File: src/rtl/serial_bus_pkg.sv
// Shared definitions for the serial bus master/slave ports: receive FSM states,
// command encodings and default widths.
package serial_bus_pkg;

  localparam int unsigned DefAddrSize = 12;
  localparam int unsigned DefWordSize = 8;
  localparam int unsigned DefBurstW   = 4;

  localparam logic [2:0] S_READ    = 3'd1;
  localparam logic [2:0] S_WRITE   = 3'd2;
  localparam logic [2:0] S_B_READ  = 3'd3;
  localparam logic [2:0] S_B_WRITE = 3'd4;

  typedef enum logic [2:0] {
    StIdle,
    StAddrRx,
    StDataRx,
    StMemWr,
    StRdReq,
    StDone
  } rx_state_e;

endpackage

File: src/rtl/serial_deser.sv
// LSB-first deserialiser: one bit per valid cycle into data_o, full_o flags the
// cycle that consumes the final bit; data_nxt_o includes that bit already.
module serial_deser #(
  parameter int unsigned Width = 8
) (
  input  logic             clk,
  input  logic             rst_n,
  input  logic             bit_i,
  input  logic             valid_i,
  input  logic             clear_i,
  output logic             full_o,
  output logic [Width-1:0] data_o,
  output logic [Width-1:0] data_nxt_o
);

  localparam int unsigned CntW = (Width > 1) ? $clog2(Width) : 1;

  logic [CntW-1:0]  cnt_q, cnt_d;
  logic [Width-1:0] data_q;
  logic             shift;

  assign shift  = valid_i & ~clear_i;
  assign full_o = shift & (cnt_q == CntW'(Width - 1));

  always_comb begin
    data_nxt_o = data_q;
    cnt_d      = cnt_q;
    if (clear_i) begin
      cnt_d = '0;
    end else if (shift) begin
      data_nxt_o[cnt_q] = bit_i;
      cnt_d             = full_o ? '0 : cnt_q + CntW'(1);
    end
  end

  always_ff @(posedge clk or negedge rst_n) begin
    if (!rst_n) begin
      cnt_q  <= '0;
      data_q <= '0;
    end else begin
      cnt_q  <= cnt_d;
      data_q <= data_nxt_o;
    end
  end

  assign data_o = data_q;

endmodule

File: src/rtl/slave_in_port.sv
// Slave receive port: deserialises address then write data, issues word writes
// to the memory core or a read request to the outbound port.
module slave_in_port
  import serial_bus_pkg::*;
#(
  parameter int unsigned ADDR_SIZE = DefAddrSize,
  parameter int unsigned WORD_SIZE = DefWordSize,
  parameter int unsigned BURST_W   = DefBurstW
) (
  input  logic                 clk,
  input  logic                 rst_n,
  input  logic                 slave_sel_i,
  input  logic                 addr_bit_i,
  input  logic                 addr_valid_i,
  input  logic                 data_bit_i,
  input  logic                 data_valid_i,
  input  logic                 read_en_i,
  input  logic                 write_en_i,
  input  logic [BURST_W-1:0]   burst_len_i,
  output logic                 s_ready_o,
  output logic                 mem_we_o,
  output logic [ADDR_SIZE-1:0] mem_addr_o,
  output logic [WORD_SIZE-1:0] mem_wdata_o,
  output logic                 rd_req_o,
  output logic [ADDR_SIZE-1:0] rd_addr_o,
  output logic [BURST_W-1:0]   rd_len_o,
  output logic                 rx_done_o,
  output logic                 rx_abort_o
);

  rx_state_e state_q, state_d;

  logic [BURST_W-1:0]   len_q, len_d;
  logic [BURST_W-1:0]   word_cnt_q, word_cnt_d;
  logic                 s_ready_q, s_ready_d;
  logic                 mem_we_q, mem_we_d;
  logic [ADDR_SIZE-1:0] mem_addr_q, mem_addr_d;
  logic [WORD_SIZE-1:0] mem_wdata_q, mem_wdata_d;
  logic                 rd_req_q, rd_req_d;
  logic [ADDR_SIZE-1:0] rd_addr_q, rd_addr_d;
  logic [BURST_W-1:0]   rd_len_q, rd_len_d;
  logic                 rx_done_q, rx_done_d;
  logic                 rx_abort_q, rx_abort_d;

  logic                 addr_vld, addr_clr, addr_full;
  logic [ADDR_SIZE-1:0] addr_par, addr_nxt;
  logic                 data_vld, data_clr, data_full;
  logic [WORD_SIZE-1:0] data_par, data_nxt;

  // Shifting is gated by state so qualifiers outside the receive phases are ignored.
  assign addr_vld = addr_valid_i & slave_sel_i & (state_q == StAddrRx);
  assign addr_clr = (state_q == StIdle);
  assign data_vld = data_valid_i & slave_sel_i & (state_q == StDataRx);
  assign data_clr = (state_q == StIdle) | (state_q == StMemWr);

  serial_deser #(
    .Width (ADDR_SIZE)
  ) u_addr_deser (
    .clk        (clk),
    .rst_n      (rst_n),
    .bit_i      (addr_bit_i),
    .valid_i    (addr_vld),
    .clear_i    (addr_clr),
    .full_o     (addr_full),
    .data_o     (addr_par),
    .data_nxt_o (addr_nxt)
  );

  serial_deser #(
    .Width (WORD_SIZE)
  ) u_data_deser (
    .clk        (clk),
    .rst_n      (rst_n),
    .bit_i      (data_bit_i),
    .valid_i    (data_vld),
    .clear_i    (data_clr),
    .full_o     (data_full),
    .data_o     (data_par),
    .data_nxt_o (data_nxt)
  );

  // Outputs are registered, so each *_d reflects the state being entered.
  always_comb begin
    state_d     = state_q;
    len_d       = len_q;
    word_cnt_d  = word_cnt_q;
    s_ready_d   = 1'b1;
    mem_we_d    = 1'b0;
    mem_addr_d  = mem_addr_q;
    mem_wdata_d = mem_wdata_q;
    rd_req_d    = 1'b0;
    rd_addr_d   = rd_addr_q;
    rd_len_d    = rd_len_q;
    rx_done_d   = 1'b0;
    rx_abort_d  = 1'b0;

    unique case (state_q)
      StIdle: begin
        word_cnt_d = '0;
        if (slave_sel_i) state_d = StAddrRx;
      end
      StAddrRx: begin
        if (!slave_sel_i) begin
          rx_abort_d = 1'b1;
          state_d    = StIdle;
        end else if (addr_full) begin
          len_d = (burst_len_i == '0) ? BURST_W'(1) : burst_len_i;
          if (write_en_i && !read_en_i) begin
            state_d = StDataRx;
          end else if (read_en_i && !write_en_i) begin
            state_d   = StRdReq;
            rd_req_d  = 1'b1;
            rd_addr_d = addr_nxt;
            rd_len_d  = len_d;
            s_ready_d = 1'b0;
          end else begin
            rx_abort_d = 1'b1;
            state_d    = StIdle;
          end
        end
      end
      StDataRx: begin
        if (!slave_sel_i) begin
          rx_abort_d = 1'b1;
          state_d    = StIdle;
        end else if (data_full) begin
          state_d     = StMemWr;
          mem_we_d    = 1'b1;
          mem_wdata_d = data_nxt;
          mem_addr_d  = addr_par + ADDR_SIZE'(word_cnt_q);
          s_ready_d   = 1'b0;
        end
      end
      StMemWr: begin
        if (word_cnt_q == len_q - BURST_W'(1)) begin
          state_d   = StDone;
          rx_done_d = 1'b1;
        end else begin
          word_cnt_d = word_cnt_q + BURST_W'(1);
          state_d    = StDataRx;
        end
      end
      StRdReq: begin
        state_d   = StDone;
        rx_done_d = 1'b1;
      end
      StDone: begin
        state_d = StIdle;
      end
      default: begin
        state_d = StIdle;
      end
    endcase
  end

  always_ff @(posedge clk or negedge rst_n) begin
    if (!rst_n) begin
      state_q     <= StIdle;
      len_q       <= '0;
      word_cnt_q  <= '0;
      s_ready_q   <= 1'b1;
      mem_we_q    <= 1'b0;
      mem_addr_q  <= '0;
      mem_wdata_q <= '0;
      rd_req_q    <= 1'b0;
      rd_addr_q   <= '0;
      rd_len_q    <= '0;
      rx_done_q   <= 1'b0;
      rx_abort_q  <= 1'b0;
    end else begin
      state_q     <= state_d;
      len_q       <= len_d;
      word_cnt_q  <= word_cnt_d;
      s_ready_q   <= s_ready_d;
      mem_we_q    <= mem_we_d;
      mem_addr_q  <= mem_addr_d;
      mem_wdata_q <= mem_wdata_d;
      rd_req_q    <= rd_req_d;
      rd_addr_q   <= rd_addr_d;
      rd_len_q    <= rd_len_d;
      rx_done_q   <= rx_done_d;
      rx_abort_q  <= rx_abort_d;
    end
  end

  assign s_ready_o   = s_ready_q;
  assign mem_we_o    = mem_we_q;
  assign mem_addr_o  = mem_addr_q;
  assign mem_wdata_o = mem_wdata_q;
  assign rd_req_o    = rd_req_q;
  assign rd_addr_o   = rd_addr_q;
  assign rd_len_o    = rd_len_q;
  assign rx_done_o   = rx_done_q;
  assign rx_abort_o  = rx_abort_q;

endmodule

File: config.mk
export PLATFORM = sky130hd
export DESIGN_NAME = slave_in_port
export DESIGN_NICKNAME = d
export VERILOG_FILES = /design/src/rtl/serial_bus_pkg.sv /design/src/rtl/serial_deser.sv /design/src/rtl/slave_in_port.sv
export SDC_FILE = /design/constraint.sdc
export NUM_CORES = 1
export LEC_CHECK = 0
export ABC_CLOCK_PERIOD_IN_PS = 1870
export CELL_PAD_IN_SITES_DETAIL_PLACEMENT = 1
export CELL_PAD_IN_SITES_GLOBAL_PLACEMENT = 2
export CORE_MARGIN = 1.5
export CORE_UTILIZATION = 32
export CTS_CLUSTER_SIZE = 16
export DETAILED_ROUTE_END_ITERATION = 10
export HOLD_SLACK_MARGIN = 0.06
export PLACE_DENSITY_LB_ADDON = 0.1
export RECOVER_POWER = 100
export SYNTH_ARGS = -nofsm -noshare
export SYNTH_HDL_FRONTEND = slang
export SYNTH_SLANG_ARGS = --single-unit
File: constraint.sdc
create_clock -name clk -period 1.87 [get_ports clk]
set_input_delay 0.374 -clock clk [delete_from_list [all_inputs] [get_ports clk]]
set_output_delay 0.374 -clock clk [all_outputs]
set_load 0.005 [all_outputs]
# --- Word level (Yosys, flattened, before mapping) ---
# Cells that the tools add are included.
classes:
  n_reduce_logical: 16
  bitwise: 12
  n_div: 0
  n_mul: 0
  add_sub_neg: 5
  mux: 50
  n_shift: 0
  eq_ne: 11
  n_lt_le_gt_ge: 4
op_table:
  columns: ["cell", "n"]
  rows:
  - ["$mux 3", 11]
  - ["$mux 12", 2]
  - ["$mux 1", 21]
  - ["$mux 4", 5]
  - ["$mux 8", 2]
  - ["$pmux 3 s5", 1]
  - ["$add 12x4->12", 1]
  - ["$bwmux 12", 1]
  - ["$reduce_and 3->1", 3]
  - ["$add 4x1->4 const B", 2]
  - ["$and 1x1->1", 8]
  - ["$bwmux 8", 1]
  - ["$pmux 4 s2", 1]
  - ["$eq 3x2->1 const B", 2]
  - ["$eq 3x3->1 const B", 2]
  - ["$ne 3x2->1 const B", 2]
  - ["$pmux 1 s2", 3]
  - ["$reduce_bool 2->1", 3]
  - ["$lt 4x5->1 const B", 1]
  - ["$reduce_and 5->1", 1]
  - ["$demux 1 s4", 1]
  - ["$eq 4x4->1", 1]
  - ["$eq 4x4->1 const B", 1]
  - ["$ge 4x1->1 const B", 1]
  - ["14 further kinds", 21]
word_totals:
  output_inout_bits: 41
  ff_bits: 79
  romBits: 0
  ram_bits: 0
  latchBits: 0
  memories: 0
  in_bits: 13

# --- Depth between registers and ports, before layout ---
logic_depth:
  word_depth: 8
  ltp_mapped: 8

# --- Cells and area by module ---
# A second synthesis with hierarchy kept.
hier_totals:
  cells_unflattened: 356
  area_unflattened_um2: 3928.8
modules_own_cells:
  columns: ["mod", "seq_area_each_um2", "instances", "cells_per_inst", "area_per_inst_um2"]
  rows:
  - ["slave_in_port", 1302.5, 1, 244, 2576.2]
  - ["serial_deser (u_addr_deser)", 400.4, 1, 67, 803.3]
  - ["serial_deser (u_data_deser)", 275.3, 1, 45, 549.3]

# --- Worst setup path before layout ---
# OpenSTA, ideal clock, no wires.
synth_timing:
  kind: "register to register"
  startpoint: "register state_q[2]"
  endpoint: "register rd_addr_q[0] (netlist: rd_addr_o[0])"
  synth_period_minus_slack_ps: 1988
  slack_ps: -118
  path_stages_with_launch: 7
  path_buffers: 2
  t_required_ps: 1745
  setup_time_ps: 125
  t_arrival_ps: 1862
  path_cell_list: "dfrtp_1 > buf_6 > and4bb_4 > nand4_4 > or3b_4 > buf_6 > mux2_4"
synth_between:
  elab_chain_cells: 5
synth_lines:
  columns: ["item", "line", "text"]
  rows:
  - ["from (decl)", "slave_in_port.sv:31", "rx_state_e state_q, state_d;"]
  - ["from (signal assigned)", "slave_in_port.sv:158", "state_q <= StIdle;"]
  - ["from (signal assigned)", "slave_in_port.sv:171", "state_q <= state_d;"]
  - ["$eq 3x1->1 / $logic_not 3->1 (equally long branches)", "slave_in_port.sv:51, slave_in_port.sv:97, slave_in_port.sv:52", null]
  - ["$and 1x1->1 / $not 1->1 (equally long branches)", "slave_in_port.sv:51, serial_deser.sv:22", null]
  - ["$and 1x1->1", "serial_deser.sv:22", "assign shift = valid_i & ~clear_i;"]
  - ["$and 1x1->1 / $mux 12 (equally long branches)", "serial_deser.sv:23, serial_deser.sv:30", null]
  - ["$reduce_and 5->1 (no source line) / $mux 12 (equally long branches)", null, null]
  - ["to (signal assigned)", "slave_in_port.sv:179", "rd_addr_q <= rd_addr_d;"]
  - ["to (decl)", "slave_in_port.sv:40", "logic [ADDR_SIZE-1:0] rd_addr_q, rd_addr_d;"]
# Several ways; a longest one is shown, not always the timed one.
# A chain may end at the register's enable or synchronous reset.

# --- Worst setup path after layout ---
layout_timing:
  startpoint: "register state_q[2]"
  endpoint: "register rd_addr_q[2] (netlist: rd_addr_o[2])"
# Same word-level chain as after synthesis.

==> results.tsv <==
stage	metric	value	unit
pwr	pwr_density_cell	702.2	mW/mm^2
grt	grt_pass1_wl	15950	um
job	drv_cap	0	
synth	synth_edf_count	0	
worst_setup_path	worstSetupStartpointType	flop	
pwr	ir_drop	468.8	uV
finish	n_antenna_cell	0	
floorplan	die_h	112.5	um
finish	final_cell_mix	dfrtp_1 (76), buf_4 (52), clkdlybuf4s50_1 (51)	
sta	final_hold_viol_count	0	
finish	fin_area	0.005296	mm^2
sta	max_freq	0.5476	GHz
synth	syn_area	0.003840	mm^2
finish	final_core_util	45.80	%
hold_path	min_to	mem_addr_o[10]$_DFFE_PN0P_	
placement	hpwl	6843	um
clock_tree	root_buffer	clkbuf_16	
finish	layout_commonest_cell	dfrtp_1	
placement	dp.cells	573	
synth	ys_async_sr_fraction	100.0	%
clock_tree	cts_tree	yes	
synth	synthCells	341	
clock_tree	cts_made_buffers	9	
detailed_routing	wirelength	9256	um
worst_setup_path	worst-path-max-fanout	8	
detailed_routing	dr.pass1.iters	7	
sta	rsz0062_at_grt	true	
synth	avgSynthCellArea	11.26	um^2
synth	yosys_warnings	0	
sta	slew_headroom	48.23	%
detailed_routing	routedWlPerCell	15.56	um
clock_tree	clock_latency	0.34	ns
synth	ys_top_cells_by_area	dfrtp_1 (51%), mux2_2 (6.2%), ha_1 (4.9%)	
floorplan	die-area	0.01267	mm^2
detailed_routing	post-route-drc-count	6	
sta	finClkSkew	0.004667	ns
worst_setup_path	r2r-end	rd_addr_o[2]$_DFFE_PN0P_	
floorplan	num_rows	39	
worst_setup_path	worstSetupStartpoint	state_q[2]$_DFFE_PN0P_	
placement	port_buffers	53	
sta	tightestPinTransition	0.7766	ns
sta	fin_crit_sh	97.65	%
grt	overflow	0	
floorplan	core_area	0.01156	mm^2
synth	synth_nets	370	
synth	synth_top_area_share	50.83	%
finish	drive_gt1_share	30.09	%
worst_setup_path	cp.arrival	2.05	ns
placement	dpl-instance-area	0.004876	mm^2
clock_tree	htree_levels	3	
pwr	p_leak	2.487	nW
pwr	p_sw_share	25.33	%
sta	hold_slack	0.4794	ns
hold_path	hold_depth	2	
detailed_routing	viasPerCell	4.849	
floorplan	die_width	112.5	um
synth	synth_cell_types	49	
worst_setup_path	critPathKind	reg2reg	
synth	synth-main-ff-cell	dfrtp_1	
floorplan	start_util	33.20	%
clock_tree	clkTransAtPathRegs	0.06	ns
worst_setup_path	reg2regPathDepth	4	
pwr	clkPwrFrac	45.4	%
worst_setup_path	reg2reg_slack	0.04	ns
worst_setup_path	critPathRequiredTime	2.09	ns
finish	nets	476	
grt	grt_max_degree	39	
clock_tree	cts_buffer_depth	2	
pwr	p_comb_share	7.6	%
run_status	status	complete, but fails checks	
worst_setup_path	worstSetupEndpointType	flop	
sta	setup_viol	0	
pwr	p_int	2.777	mW
placement	place.gp.congestion	0.8033	
pwr	power.net_switching	942.0	uW
worst_setup_path	regToRegStartpoint	state_q[2]$_DFFE_PN0P_	
sta	maxSlewViolCount	0	
synth	ys_ff_latch	79	
run_status	violations	DRC	
hold_path	hold_class	reg2reg	
pwr	p_seq_share	47.1	%
synth	synth_top_area_cell	dfrtp_1	
finish	area_growth_syn_to_layout	37.93	%
finish	layoutNonFillerInstCount	595	
synth	ys_seq_area_share	51.52	%
grt	antenna_found_initial	0	
grt	grt_use_total	16.29	%
grt	grt_pass1_vias	3089	
floorplan	io_pins	54	
detailed_routing	ant_nets	0	
detailed_routing	via_count	2885	
sta	period_minus_slack	1.826	ns
hold_path	hold_start	mem_addr_o[10]$_DFFE_PN0P_	
clock_tree	clock_sink_count	79	
detailed_routing	drt_iter0_drc	111	
pwr	p_total	3.719	mW
-- power groups by stage --
stage,clock network [mW],registers [mW],logic [mW]
floorplan,0,1.77,0.115
global placement,0,1.78,0.269
detailed placement,0,1.78,0.273
CTS,1.76,1.75,0.284
global route,1.82,1.75,0.320
finish,1.69,1.75,0.282
-- per-layer routing --
metal / track usage, % / vias to the layer above / part of all wire, %
li1: - / 1413 / -
met1: 22.60 / 1412 / 50
met4: 7.089 / 0 / 1.9
met3: 3.132 / 12 / 3.1
met2: 24.88 / 48 / 45
met5: 0 / - / 0
-- registers in the layout, indices dropped and copies added, names as in the netlist --
name	count
len_q	4
rx_done_o	1
rd_req_o	1
rd_len_o	4
state_q	3
rx_abort_o	1
mem_addr_o	12
mem_we_o	1
word_cnt_q	4
u_addr_deser.cnt_q	4
mem_wdata_o	8
u_data_deser.data_o	8
rd_addr_o	12
s_ready_o	1
u_addr_deser.data_o	12
u_data_deser.cnt_q	3
-- logic make-up after synthesis --
kind of cell / after synthesis / share of synthesized area [%]
AOI/OAI and AO/OA: 58 / 9.091
xor gates and xnor gates: 17 / 4.236
adders and majority gates: 16 / 5.409
buffers and inverters: 30 / 3.682
DFF: 79 / 51.52
muxes: 37 / 12.02
and+or+nand+nor: 104 / 14.04
-- cell usage after synthesis (all sizes together) (2+ instances only) --
cell type   n
a31o        4
and2        2
buf         8
nor3        8
nor2       14
xor2       10
nand4       9
o211ai      2
and3        5
mux2       37
ha         15
nand3       9
a21boi      5
nand3b      2
o21ai      31
dfrtp      78
nand2      40
a21oi       8
nor2b       4
xnor2       6
inv        15
clkbuf      7
-- per-stage QoR --
step                      TNS (ns)  worst slack [ns]
after CTS                        0          0.002796
after detailed placement    -20.76           -0.6145
after global placement      -17.17           -0.5158
after global routing      -0.03058          -0.01470
final                            0           0.04388
after floorplan            -0.8115          -0.07131
-- worst max path at each step --
stage                                       to  slack (ns)  depth (start not counted)
floorplan             rd_addr_o[0]$_DFFE_PN0P_       -0.07                          6
global placement    mem_wdata_o[1]$_DFFE_PN0P_       -0.52                          6
detailed placement  mem_wdata_o[1]$_DFFE_PN0P_       -0.61                          6
CTS                   rd_addr_o[9]$_DFFE_PN0P_       0.003                          5
global route          rd_addr_o[9]$_DFFE_PN0P_       -0.01                          5
finish                rd_addr_o[2]$_DFFE_PN0P_        0.04                          4
-- cell type report --
type / instances / area, um^2
clock buffer: 9 / 225.2
clock inverter: 7 / 55.05
fill: 1286 / 6269
inverter: 15 / 56.30
multi-input combinational: 233 / 1839
sequential: 79 / 1981
tap: 143 / 178.9
timing repair buffer: 109 / 960.9
-- worst max-delay path, cell delays in order (launching register included) --
cell and delay, ns:
dfrtp_1 0.40, and4bb_4 0.38, nand4_4 0.09, or3b_4 0.50, mux2_4 0.33
-- what timing repair did --
item                       CTS  global route
setup endpoints to repair   25            21
pin swaps                    0             8
hold endpoints to repair    28             0
hold buffers                 1             0
buffers inserted             1             3
gates resized for setup     11            25
cloned                       1             0
Note: power is estimated with default switching activity, not from simulation.
